## config.mk

```make
export PLATFORM = sky130hd
export DESIGN_NAME = pc_sequencer
export DESIGN_NICKNAME = d
export VERILOG_FILES = /design/src/rtl/pc_sequencer.sv
export SDC_FILE = /design/constraint.sdc
export NUM_CORES = 1
export LEC_CHECK = 0
export BUFFER_PORTS_ARGS = -buffer_cell sky130_fd_sc_hd__buf_2
export CAP_MARGIN = 20
export CORE_MARGIN = 3
export CORE_UTILIZATION = 58
export DETAILED_ROUTE_END_ITERATION = 8
export HOLD_SLACK_MARGIN = 0.06
export PLACE_DENSITY = 0.88
export SLEW_MARGIN = 25
export SYNTH_ARGS = -nofsm -noshare
export SYNTH_HDL_FRONTEND = slang
export SYNTH_SLANG_ARGS = --single-unit
export TNS_END_PERCENT = 20
```

## constraint.sdc

```tcl
create_clock -name CLK -period 6.35 [get_ports CLK]
set_input_delay 0.635 -clock CLK [delete_from_list [all_inputs] [get_ports CLK]]
set_output_delay 0.635 -clock CLK [all_outputs]
set_load 0.03 [all_outputs]
```

## src/rtl/pc_sequencer.sv

```systemverilog
// IF-stage program counter sequencer: picks sequential, redirect or held PC and drives the fetch request.
// Optional build macro PC_MISALIGN_TRAP_EN redirects misaligned targets to TRAP_VECTOR and raises MISALIGN.
module pc_sequencer #(
    parameter logic [31:0] RESET_VECTOR = 32'h0000_0000,
    parameter logic [31:0] TRAP_VECTOR  = 32'h0000_0100
) (
    input  logic        CLK,
    input  logic        RESET,
    input  logic        STALL,
    input  logic        BRANCH_TAKEN,
    input  logic [31:0] BRANCH_TARGET,
    input  logic        IMEM_BUSYWAIT,
    output logic        IMEM_READ,
    output logic [31:0] PC,
    output logic [31:0] PC_PLUS4,
    output logic        FLUSH,
    output logic        MISALIGN
);

    typedef enum logic [1:0] {
        BOOT       = 2'd0,
        FETCH      = 2'd1,
        REDIR_PEND = 2'd2
    } state_t;

    state_t      state, state_next;
    logic [31:0] pc_q, pc_next;
    logic [31:0] pend_q, pend_next;
    logic        flush_q, flush_next;
    logic        mis_q, mis_next;

    logic [31:0] redir_src;
    logic [31:0] redir_pc;
    logic        redir_mis;

    // A pending redirect uses the latched target; a direct one uses the live EX target.
    assign redir_src = (state == REDIR_PEND) ? pend_q : BRANCH_TARGET;

`ifdef PC_MISALIGN_TRAP_EN
    always_comb begin
        redir_pc  = redir_src;
        redir_mis = 1'b0;
        if (redir_src[1:0] != 2'b00) begin
            redir_pc  = TRAP_VECTOR;
            redir_mis = 1'b1;
        end
    end
`else
    logic unused_trap_vector;
    assign unused_trap_vector = ^TRAP_VECTOR;
    assign redir_pc  = redir_src;
    assign redir_mis = 1'b0;
`endif

    always_comb begin
        state_next = state;
        pc_next    = pc_q;
        pend_next  = pend_q;
        flush_next = 1'b0;
        mis_next   = 1'b0;
        case (state)
            BOOT: begin
                state_next = FETCH;
            end
            FETCH: begin
                if (BRANCH_TAKEN) begin
                    if (IMEM_BUSYWAIT) begin
                        // Never abort an in-flight read; finish the redirect once it completes.
                        pend_next  = BRANCH_TARGET;
                        state_next = REDIR_PEND;
                    end else begin
                        pc_next    = redir_pc;
                        flush_next = 1'b1;
                        mis_next   = redir_mis;
                    end
                end else if (!STALL && !IMEM_BUSYWAIT) begin
                    pc_next = PC_PLUS4;
                end
            end
            REDIR_PEND: begin
                if (!IMEM_BUSYWAIT) begin
                    pc_next    = redir_pc;
                    flush_next = 1'b1;
                    mis_next   = redir_mis;
                    state_next = FETCH;
                end
            end
            default: begin
                state_next = BOOT;
            end
        endcase
    end

    always_ff @(posedge CLK) begin
        if (RESET) begin
            state   <= BOOT;
            pc_q    <= RESET_VECTOR;
            pend_q  <= 32'h0000_0000;
            flush_q <= 1'b0;
            mis_q   <= 1'b0;
        end else begin
            state   <= state_next;
            pc_q    <= pc_next;
            pend_q  <= pend_next;
            flush_q <= flush_next;
            mis_q   <= mis_next;
        end
    end

    assign PC        = pc_q;
    assign PC_PLUS4  = pc_q + 32'd4;
    assign IMEM_READ = (state != BOOT);
    assign FLUSH     = flush_q;
    assign MISALIGN  = mis_q;

endmodule

```

# Word level (Yosys, flattened, before mapping)

Index checks and enable logic that the tools add are counted.

Register bits after elaboration: 67
Input port bits: 37
Output and inout bits: 67
Word-level logic and storage cells: 32

Add/subtract/negate cells: 1
Equality and inequality tests: 6
Multiplexer cells: 12
Reduce and logical (&&, ||, !) cells: 9

Operators by type and width:

| kind                                                | count |
|---|---|
| 2-to-1 mux 32 bit                                   | 4 |
| case mux 32 bit (2 select lines)                    | 1 |
| adder 32 x 3 -> 32 bit, second input constant       | 1 |
| 2-to-1 mux 2 bit                                    | 3 |
| inequality test 2 bit, second input constant        | 3 |
| case mux 2 bit (3 select lines)                     | 1 |
| AND reduction 3 bit                                 | 2 |
| nonzero test 2 bit                                  | 2 |
| inequality test 3 bit, second input constant        | 1 |
| equality test 2 x 1 -> 1 bit, second input constant | 1 |
| equality test 2 bit, second input constant          | 1 |
| zero test 1 bit                                     | 2 |
| zero test 2 bit                                     | 1 |
| 2-to-1 mux 1 bit                                    | 2 |
| case mux 1 bit (2 select lines)                     | 1 |
| AND reduction 2 bit                                 | 1 |
| logical AND 1 bit                                   | 1 |

# Longest topological paths before layout

Depth in word-level cells: 5
Mapped depth: 10
Gate-level depth less buffers: 7

# Least setup slack after synthesis

OpenSTA, ideal clock, no wires.

Path type: reg2out
Start point: register pc_q[2], in the netlist PC[2]
End point: output PC_PLUS4[24]
Arrival time: 2.267 ns
Required time: 5.715 ns
Setup slack: 3.448 ns
Stages on the path, launching flop included: 6
Path buffers: 0
Path through: dfxtp_1 ha_1 nand3_1 nor4_2 nand4_1 xnor2_1

Word-level cells in the longest chain between the ends: 1

Ends and longest elaborated chain:

| item                     | line | source |
|---|---|---|
| start: declaration       | 27   | `logic [31:0] pc_q, pc_next;` |
| start signal: assignment | 103  | `pc_q <= pc_next;` |
| adder 32 x 3 -> 32 bit   | 111  | `assign PC_PLUS4 = pc_q + 32'd4;` |
| end: declaration         | 15   | `output logic [31:0] PC_PLUS4,` |

Every way passes these cells.

# Worst setup path in the final report

Start point: register pc_q[2], in the netlist PC[2]
End point: output PC_PLUS4[30]

Same word-level chain as after synthesis.

==> metrics.md <==
| Metric | Value |
|---|---|
| Skew-Pair Late Insertion Delay | `0.35 ns` |
| CP required | `5.71 ns` |
| CTS tree | `done` |
| Hold Fails Final Rpt | `0` |
| Largest area contributor in the netlist | `dfxtp_1` |
| Multi-input gate area | `0.002551 mm2` |
| Top Ports | `104` |
| Distinct cells, synth | `59` |
| Post-synthesis sequential area ratio | `0.3261` |
| Fin. max-slew vios | `0` |
| Num Clock Sinks | `67` |
| Vias in the first global route | `3953` |
| RSZ-0062 raised after global routing | `false` |
| # Post-CTS Setup Buffers | `0` |
| Initial core utilization | `0.6020` |
| CP top delay family | `simple AND/OR/NAND/NOR gates` |
| Pin count of the biggest net entering global routing | `69` |
| Drt wl/cell | `16.61 um` |
| Share of layout cells above drive strength 1 | `0.2303` |
| Worst-path clk slew | `0.07 ns` |
| Total power density per cell area | `247.3 mW/mm2` |
| Starting DRT DRC Count | `465` |
| Synth top area share | `0.3261` |
| Cell count after synthesis | `546` |
| Antenna cell count | `0` |
| Setup ws final | `2.979 ns` |
| Die area | `0.008137 mm2` |
| Vias | `4398` |
| CP most frequent cell | `nand3_1` |
| Fmax | `0.2967 GHz` |
| Tmin final | `3.371 ns` |
| Slew margin rel. | `0.3751` |
| Syn_area_per_cell | `7.532 um2` |
| PostCTS Resize Cnt | `0` |
| NumNets Final | `657` |
| Post-Place Worst Slack | `3.076 ns` |
| Syn nets | `587` |
| DRT antenna net count | `0` |
| Flops & latches, synth | `67` |
| Worst VDD drop | `157.0 uV` |
| Total leakage power | `0.001987 uW` |
| Flop2flop setup slack | `3.34 ns` |
| YS warnings | `0` |
| PortBufs | `102` |
| DRC | `0` |
| Root Driver | `clkbuf_8` |
| Bufs on Longest Clock Path | `2` |
| Gr usage total | `0.2864` |
| Grt ovf | `0` |
| Num rows | `30` |
| WL final | `11910 um` |
| Setup TNS | `0 ns` |
| Worst Setup Start Kind | `flop` |
| Crit-path cells | `ha_1 > nand3_1 > nor2_1 > nand3_1 > nor3_1 > xor2_1 > buf_2` |
| Post-synth EDFFs | `0` |
| Synth Cell Area | `0.004113 mm2` |
| First-pass GRT wire length | `19390 um` |
| RD Place Congestion | `0.9210` |
| Status | `completed` |
| Most frequent cell after synthesis | `nand2_1` |
| Area Overhead vs Synth | `16.34%` |
| Core footprint | `0.006832 mm2` |
| Largest cells by area after synthesis | `dfxtp_1 (33%), nand2_1 (9.4%), a21oi_1 (8.5%)` |
| Min-Delay Path Class | `reg -> reg` |
| WP data arrival | `2.74 ns` |
| Max incr delay on CP | `0.52 ns` |
| Initial antenna violation count | `0` |
| Final setup viols | `0` |
| Via-per-instance ratio | `6.134` |
| Worst clock skew | `0.007635 ns` |
| Post-synth top cells | `nand2_1 (103), a21oi_1 (70), dfxtp_1 (67), nor2_1 (43), clkbuf_1 (33)` |
| Num CTS Buffers | `9` |
| Storage cell area | `0.001341 mm2` |
| Fin crit share | `0.5308` |
| CP max FO | `7` |
| Worst-margin pin slew | `0.9339 ns` |
| Fillcell total | `584` |
| Max-cap viol count | `0` |
| Cts hold-fix bufs | `0` |
| Drt first pass iters | `5` |
| Crit end category | `output port` |
| Hpwl dp | `8228 um` |
| H-tree depth | `3` |
| Die Span Y | `90.21 um` |
| Critical path class | `reg -> out` |
| Bufs and invs on worst path | `1` |
| Prevailing post-synth register cell | `dfxtp_1` |
| Die width | `90.21 um` |
| Slowest CP cell | `dfxtp_1` |
| Async set or reset register ratio after synthesis | `0` |
report_power, final:
part           switching, uW  internal, uW
Sequential              49.5           450
Clock                    170           181
Combinational            221           111
Total                    441           742
area by class of cell:
cell class              count  share of cell area
clock buffers              10             0.02667
clock inverters             6             0.01386
inverters                  10            0.007845
multi-input cells         422              0.5332
flip-flops and latches     67              0.2803
well taps                  96             0.02510
repair buffers            106              0.1130
worst paths after layout:
| kind | cells after the start | from | to |
|---|---|---|---|
| min reg2reg | 2 | pend_q[8]$_SDFFE_PP0P_ | pend_q[8]$_SDFFE_PP0P_ |
| min | 2 | pend_q[8]$_SDFFE_PP0P_ | pend_q[8]$_SDFFE_PP0P_ |
| max | 7 | PC[2]$_SDFFE_PP0P_ | PC_PLUS4[30] |
| max reg2reg | 7 | state[0]$_SDFFE_PP0P_ | PC[15]$_SDFFE_PP0P_ |
flip-flops by register name, indices dropped and copies added, names as in the netlist:
| register | count |
|---|---|
| PC | 32 |
| pend_q | 32 |
| state | 2 |
| FLUSH | 1 |
cells by family after synthesis:
kind of cell,count (synthesis),synth area share
flops,67,0.3261
xor+xnor,28,0.05963
simple gates,232,0.2835
fa+ha+maj,4,0.01217
other cells,1,0.0009118
buf+inv,57,0.05811
mux,14,0.03499
compound gates,143,0.2245
cell usage in the layout, fill, tap and decap left out, drive strengths merged, types with 9 or more instances in the layout:
cell type | netlist | routed
a211oi | 9 | 9
a21oi | 70 | 70
nand2 | 103 | 103
clkbuf | 33 | 10
o21ai | 10 | 10
nand2b | 15 | 15
inv | 10 | 10
nand4 | 12 | 12
o2bb2ai | 9 | 9
nor4 | 11 | 11
mux2i | 11 | 11
nand3 | 16 | 16
dfxtp | 67 | 67
xnor2 | 15 | 15
xor2 | 13 | 13
buf | 14 | 106
nor2 | 43 | 43
metal layers:
| layer | global-route usage | wire length (um) | vias up |
|---|---|---|---|
| met2 | 0.4686 | 5595 | 267 |
| met3 | 0.05188 | 1195 | 25 |
| met1 | 0.3794 | 4827 | 2040 |
| met4 | 0.1008 | 294 | 0 |
| met5 | 0 | 0 | - |
| li1 | - | - | 2066 |
per-stage QoR:
stage / area [um2] / power (uW) / utilization / hold WS [ns] / cells
CTS: 4776 / 1182 / 0.6991 / 0.4552 / 717
finish: 4785 / 1183 / 0.7004 / 0.4554 / 717
floorplan: 4113 / 739.6 / - / 0.4312 / 546
global placement: 4581 / 825.3 / 0.6705 / 0.4392 / 701
global route: 4785 / 1236 / 0.7004 / 0.4729 / 717
detailed placement: 4582 / 833.9 / 0.6707 / 0.4446 / 701
worst register-to-register path, delay by kind of cell (launching register included):
| family | cells | cell delay (ns) |
|---|---|---|
| AOI/OAI and AO/OA | 3 | 1.07 |
| and+or+nand+nor | 1 | 0.53 |
| buffers and inverters | 2 | 0.51 |
| adders and majority gates | 1 | 0.40 |
| DFF | 1 | 0.33 |
No activity file was read; power rests on OpenSTA's default activity.
